`src/rtl/mem_sram_pkg.sv`:
```
// Shared types and defaults for the two-phase (16+16 bit) SRAM data-memory controller.
// The state encoding and counter sizing live here so the FSM and its wait counter agree.
package mem_sram_pkg;

  typedef enum logic [1:0] {
    ST_IDLE = 2'd0,
    ST_LOW  = 2'd1,
    ST_HIGH = 2'd2,
    ST_DONE = 2'd3
  } state_e;

  localparam int unsigned DEF_BASE_ADDR   = 1024;
  localparam int unsigned DEF_WAIT_CYCLES = 5;
  localparam int unsigned DEF_SRAM_ADDR_W = 18;

  // Bits needed to count 0..wait_cycles-1; never narrower than one bit.
  function automatic int unsigned cnt_width(input int unsigned wait_cycles);
    if (wait_cycles < 2) begin
      return 1;
    end
    return $clog2(wait_cycles);
  endfunction

endpackage

```
`src/rtl/sram_wait_counter.sv`:
```
// Per-phase wait counter: synchronous clear has priority over enable, and `last_o`
// flags the final cycle (count == WAIT_CYCLES-1) of a half-word access.
module sram_wait_counter
  import mem_sram_pkg::*;
#(
  parameter int unsigned WAIT_CYCLES = DEF_WAIT_CYCLES
) (
  input  logic clk,
  input  logic rst,
  input  logic clr_i,
  input  logic en_i,
  output logic last_o
);

  localparam int unsigned CW = cnt_width(WAIT_CYCLES);
  localparam logic [CW-1:0] LAST_CNT = CW'(WAIT_CYCLES - 1);

  logic [CW-1:0] cnt_q;
  logic [CW-1:0] cnt_d;

  always_comb begin
    cnt_d = cnt_q;
    if (clr_i) begin
      cnt_d = '0;
    end else if (en_i) begin
      cnt_d = cnt_q + 1'b1;
    end
  end

  always_ff @(posedge clk) begin
    if (rst) begin
      cnt_q <= '0;
    end else begin
      cnt_q <= cnt_d;
    end
  end

  assign last_o = (cnt_q == LAST_CNT);

endmodule

```
`src/rtl/mem_sram_ctrl.sv`:
```
// Memory-stage controller: turns one 32-bit load/store into two timed 16-bit accesses
// (low half, then high half) on an asynchronous SRAM, holding `ready` low meanwhile.
module mem_sram_ctrl
  import mem_sram_pkg::*;
#(
  parameter int unsigned BASE_ADDR   = DEF_BASE_ADDR,
  parameter int unsigned WAIT_CYCLES = DEF_WAIT_CYCLES,
  parameter int unsigned SRAM_ADDR_W = DEF_SRAM_ADDR_W
) (
  input  logic                   clk,
  input  logic                   rst,
  input  logic                   rd_en,
  input  logic                   wr_en,
  input  logic [31:0]            address,
  input  logic [31:0]            write_data,
  output logic [31:0]            read_data,
  output logic                   ready,
  output logic [SRAM_ADDR_W-1:0] sram_addr,
  output logic [15:0]            sram_dq_out,
  input  logic [15:0]            sram_dq_in,
  output logic                   sram_dq_oe,
  output logic                   sram_we_n
);

  localparam int unsigned WORD_W = SRAM_ADDR_W - 1;

  state_e              state_q, state_d;
  logic [WORD_W-1:0]   word_q, word_d;
  logic [31:0]         wdata_q, wdata_d;
  logic                is_wr_q, is_wr_d;
  logic [31:0]         read_data_q, read_data_d;

  logic [31:0]         offset;
  logic                req;
  logic                in_phase;
  logic                half_sel;
  logic                cnt_clr;
  logic                cnt_en;
  logic                cnt_last;
  logic                unused_addr_bits;

  // Byte-offset within data memory; the subtraction wraps, so addresses below the
  // base alias onto the top of the SRAM.
  assign offset           = address - 32'(BASE_ADDR);
  assign unused_addr_bits = ^{offset[31:SRAM_ADDR_W+1], offset[1:0]};
  assign req              = rd_en | wr_en;

  assign in_phase = (state_q == ST_LOW) || (state_q == ST_HIGH);
  assign half_sel = (state_q == ST_HIGH);

  // The counter restarts at the end of each phase and whenever no phase is running.
  assign cnt_en  = in_phase;
  assign cnt_clr = !in_phase || cnt_last;

  sram_wait_counter #(
    .WAIT_CYCLES (WAIT_CYCLES)
  ) u_wait_counter (
    .clk    (clk),
    .rst    (rst),
    .clr_i  (cnt_clr),
    .en_i   (cnt_en),
    .last_o (cnt_last)
  );

  always_comb begin
    state_d     = state_q;
    word_d      = word_q;
    wdata_d     = wdata_q;
    is_wr_d     = is_wr_q;
    read_data_d = read_data_q;
    case (state_q)
      ST_IDLE: begin
        if (req) begin
          word_d  = offset[SRAM_ADDR_W:2];
          wdata_d = write_data;
          is_wr_d = wr_en;
          state_d = ST_LOW;
        end
      end
      ST_LOW: begin
        if (cnt_last) begin
          state_d = ST_HIGH;
          if (!is_wr_q) begin
            read_data_d[15:0] = sram_dq_in;
          end
        end
      end
      ST_HIGH: begin
        if (cnt_last) begin
          state_d = ST_DONE;
          if (!is_wr_q) begin
            read_data_d[31:16] = sram_dq_in;
          end
        end
      end
      ST_DONE: begin
        state_d = ST_IDLE;
      end
      default: begin
        state_d = ST_IDLE;
      end
    endcase
  end

  always_ff @(posedge clk) begin
    if (rst) begin
      state_q     <= ST_IDLE;
      word_q      <= '0;
      wdata_q     <= '0;
      is_wr_q     <= 1'b0;
      read_data_q <= '0;
    end else begin
      state_q     <= state_d;
      word_q      <= word_d;
      wdata_q     <= wdata_d;
      is_wr_q     <= is_wr_d;
      read_data_q <= read_data_d;
    end
  end

  // SRAM pins decode only from registered state, so the strobe is glitch-free
  // relative to the address; we_n rises on the final cycle of each phase.
  always_comb begin
    ready       = 1'b0;
    sram_addr   = {word_q, half_sel};
    sram_dq_oe  = 1'b0;
    sram_we_n   = 1'b1;
    sram_dq_out = '0;
    case (state_q)
      ST_IDLE: ready = !req;
      ST_DONE: ready = 1'b1;
      default: ready = 1'b0;
    endcase
    if (in_phase && is_wr_q) begin
      sram_dq_oe  = 1'b1;
      sram_we_n   = cnt_last;
      sram_dq_out = half_sel ? wdata_q[31:16] : wdata_q[15:0];
    end
  end

  assign read_data = read_data_q;

endmodule

```
`config.mk`:
```
export PLATFORM = sky130hd
export DESIGN_NAME = mem_sram_ctrl
export DESIGN_NICKNAME = d
export VERILOG_FILES = /design/src/rtl/mem_sram_pkg.sv /design/src/rtl/sram_wait_counter.sv /design/src/rtl/mem_sram_ctrl.sv
export SDC_FILE = /design/constraint.sdc
export NUM_CORES = 1
export LEC_CHECK = 0
export CORE_ASPECT_RATIO = 0.8
export CORE_MARGIN = 4
export CORE_UTILIZATION = 42
export DETAILED_ROUTE_END_ITERATION = 10
export GPL_TIMING_DRIVEN = 0
export PLACE_DENSITY = 0.84
export SYNTH_ARGS = -nofsm -noshare
export SYNTH_HDL_FRONTEND = slang
export SYNTH_SLANG_ARGS = --single-unit
```
`constraint.sdc`:
```
create_clock -name clk -period 2.1 [get_ports clk]
set_input_delay 0.63 -clock clk [delete_from_list [all_inputs] [get_ports clk]]
set_output_delay 0.63 -clock clk [all_outputs]
set_load 0.05 [all_outputs]
```
==> impl_results.md <==
- Period utilisation layout: 1.15
- # fillers: 616
- Drc violations: 0
- Seq/Total Area, Yosys: 0.496
- Wire per inst: approximately 16 um
- H-Tree Depth: 3
- Worst-Margin Slew: 0.578 ns
- Mux contribution to synthesized area: 0.0484
- Unrepaired setup endpoints after global routing: true
- Post-synth EDFFs: 0
- Total negative setup slack: -4.56 ns
- Placed insts: 688
- Max-Cap Viols: 0
- Largest family of logic cells by synthesized area: simple AND/OR/NAND/NOR gates
- Fin. Hold Viols: 0
- TritonCTS clock tree: built
- Root Driver: clkbuf_8
- Most frequent cell after synthesis: nand2_1
- Cell chain of the critical path: inv_4 > ha_4 > buf_8 > buf_12 > buf_12 > mux2i_4 > nor2_4 > buf_6
- Simple-gate area share of the yosys netlist: 0.234
- Hold WC Path Type: flip-flop to flip-flop
- Failing checks: setup timing
- Psw: 2.35 mW
- DRT antenna net count: 0
- Clk slew on worst S/H paths: 0.08 ns
- Ant. Diodes: 0
- I/O Buffers: 137
- Slew HR: 0.615
- Worst Setup Start Kind: flip-flop
- Initial core utilization: 0.438
- First-pass GRT wire length: 18700 um
- Cell count after synthesis: 443
- Sw Share: 0.391
- Syn_area_per_cell: between 7 and 8 um2
- Internal power: 3.65 mW
- Post-Layout Cell Count: 719
- Grt met1 use: 0.283
- Async SR Flop Fraction: 0
- Synth top area cells: dfxtp_1 50%, nand2_1 16%, a21oi_1 11%
- Worst setup path class: flip-flop to primary output
- Share of layout cells above drive strength 1: 0.157
- Clock sink total: slightly below 90
- Synth warn: 0
- Vias/cell: between 5 and 6
- Vias in the first global route: approximately 3800
- Number of iterations in the first detailed-routing pass: 5
- Unique cell type count in the Yosys netlist: 34
- Core area: ~8000 um2
- Clk_lat worst skew: 0.35 ns
- Initial antenna violation count: 0
- CP peak stage delay: 0.37 ns
- Final number of setup-violating endpoints: 19
- Synth top cells by count: 149 x nand2_1, 87 x dfxtp_1, 76 x a21oi_1, 26 x nor2_1, 24 x clkbuf_1
- VDD IR max: between 500 and 600 uV
- Adder-Cell Fraction of Synth Area: 0.0285
- Final GP Congestion: 0.827
- Yosys top cell area share: 0.496
- Cell taking the most area after synthesis: dfxtp_1
- Post-Synth XOR/XNOR Area: 0.00499
- Die ar.: 9900 um2
- Slew Limit Fails: 0
- Total grt overflow: 0
- Nets: 699
- Sequential share of power: 0.349
- Setup Skew: 0.00818 ns
- Outcome: complete, but fails checks
- Mapped Area: 3510 um2
- Setup ws final: -0.318 ns
- Compound-Gate Fraction of Synth Area: 0.145
- Max frequency: 0.414 GHz
- Critical-path top delay cell: dfxtp_2
- Die Y: between 80 and 90 um
- Cell mode on critical path: buf_12
- I/O pin count: about 150
- First DRT Iteration DRCs: approximately 160
- Worst Setup End Kind: primary output
- Pleak: 2.30 nW
- Area Overhead vs Synth: 63.5%
- Chip Width: 110 um
- Crit path DAT: 1.79 ns
- Req. time, crit path: 1.47 ns
- Pwr dens: around 1000 nW/um2
- M3 GR Usage: 0.0695
- #FFs+latches synth: 87
- Comb power frac: 0.441
- WL final: 11800 um
- Top_reg_cell synth: dfxtp_1
- Syn_nets: 535
- Max FO, Critical Path: 5
- Total Routing Usage GR: 0.238
- Grt met2 use: 0.397
- CTS Buf Count: 9
- Bufs on Longest Clock Path: 2
- Largest net degree at the start of global routing: 15
- Clock share of power: 0.210
- Grt peak-use layer: met2
- Dpl hpwl: 8110 um
- # hold bufs at CTS: 0
- Rows: 29
- Vias: about 3700
- Post-route minimum period: around 2.4 ns
-- state kept, by name (all words and copies together), names as in the netlist --
name,count
wdata_q,32
word_q,17
u_wait_counter.cnt_q,3
is_wr_q,1
state_q,2
read_data,32
-- through the flow --
step | hold WS [ns] | total power [mW] | util | setup slack, ns | cell area, um2
2_1_floorplan | 0.436 | 3.48 | - | -0.135 | 3620
3_3_place_gp | 0.442 | 4.11 | 0.640 | -1.15 | 5130
3_5_place_dp | 0.446 | 4.19 | 0.640 | -1.20 | 5130
4_1_cts | 0.456 | 5.90 | 0.709 | -0.300 | 5680
5_1_grt | 0.471 | 6.32 | 0.716 | -0.364 | 5740
6_report | 0.454 | 6.00 | 0.716 | -0.318 | 5740
-- worst max-delay path: cells and delay by family, from the launching register on --
kind	cells	cell delay (ns)
flip-flops	1	0.37
buffers and inverters	5	0.60
adder cells (fa/ha/maj)	1	0.16
AND/OR/NAND/NOR	1	0.10
multiplexers	1	0.19
-- layout by cell type, fill, tap and decap left out, types with 3 or more instances in the layout --
| cell | count |
|---|---|
| mux2i_1 | 7 |
| dfxtp_1 | 85 |
| a21oi_1 | 75 |
| clkbuf_8 | 9 |
| buf_6 | 11 |
| nor2_1 | 15 |
| nand2_1 | 147 |
| buf_4 | 13 |
| nor3b_1 | 3 |
| nor2_4 | 10 |
| a311oi_1 | 3 |
| clkbuf_2 | 5 |
| buf_12 | 3 |
| a211oi_1 | 7 |
| clkbuf_1 | 19 |
| ha_1 | 6 |
| buf_8 | 9 |
| buf_2 | 3 |
| inv_1 | 5 |
| dlygate4sd2_1 | 51 |
| mux2i_4 | 10 |
| clkdlybuf4s50_1 | 66 |
-- power by group through the flow --
stage               Sequential (mW)  Clock, mW  Combinational (mW)
finish                         2.09       1.26                2.65
global route                   2.12       1.36                2.84
CTS                            2.09       1.28                2.54
detailed placement             2.07          0                2.12
global placement               2.05          0                2.06
floorplan                      2.33          0                1.15
-- timing repair --
action / in CTS / in global routing
cloned: 3 / 0
setup endpoints to repair: 109 / 63
pin swaps: 16 / 7
buffers inserted: 12 / 2
resized for setup: 235 / 16
-- metal layers --
metal	vias up	wire length (um)	part of all wire
met5	-	0	0
met4	0	386	0.033
met3	31	850	0.072
met2	145	5820	0.49
met1	1759	4720	0.40
li1	1799	-	-
-- worst paths after layout --
check / from / endpoint / slack, ns / cells past startpoint
setup / recovery: state_q[0] / sram_dq_out[9] / -0.32 / 8
hold / removal: word_q[7] / word_q[7] / 0.45 / 2
setup reg to reg: state_q[0] / wdata_q[19] / 0.14 / 9
hold reg to reg: word_q[7] / word_q[7] / 0.45 / 2
-- final cells by class --
| cell class | instances | area [um2] | area share |
|---|---|---|---|
| Buffer | 30 | 174 | 0.0303 |
| Clock buffer | 10 | 128 | 0.0222 |
| Clock inverter | 5 | 82.6 | 0.0144 |
| Inverter | 8 | 38.8 | 0.00675 |
| Multi-Input combinational cell | 318 | 1900 | 0.331 |
| Sequential cell | 87 | 1750 | 0.304 |
| Tap cell | 108 | 135 | 0.0235 |
| Timing Repair Buffer | 153 | 1540 | 0.268 |
-- kinds of logic after synthesis --
| kind of cell | Yosys count |
|---|---|
| and+or+nand+nor | 197 |
| xor gates and xnor gates | 2 |
| DFF | 87 |
| muxes | 17 |
| adders and majority gates | 8 |
| buffers and inverters | 39 |
| AOI/OAI and AO/OA | 93 |
Power figures use the tool's default switching activity.
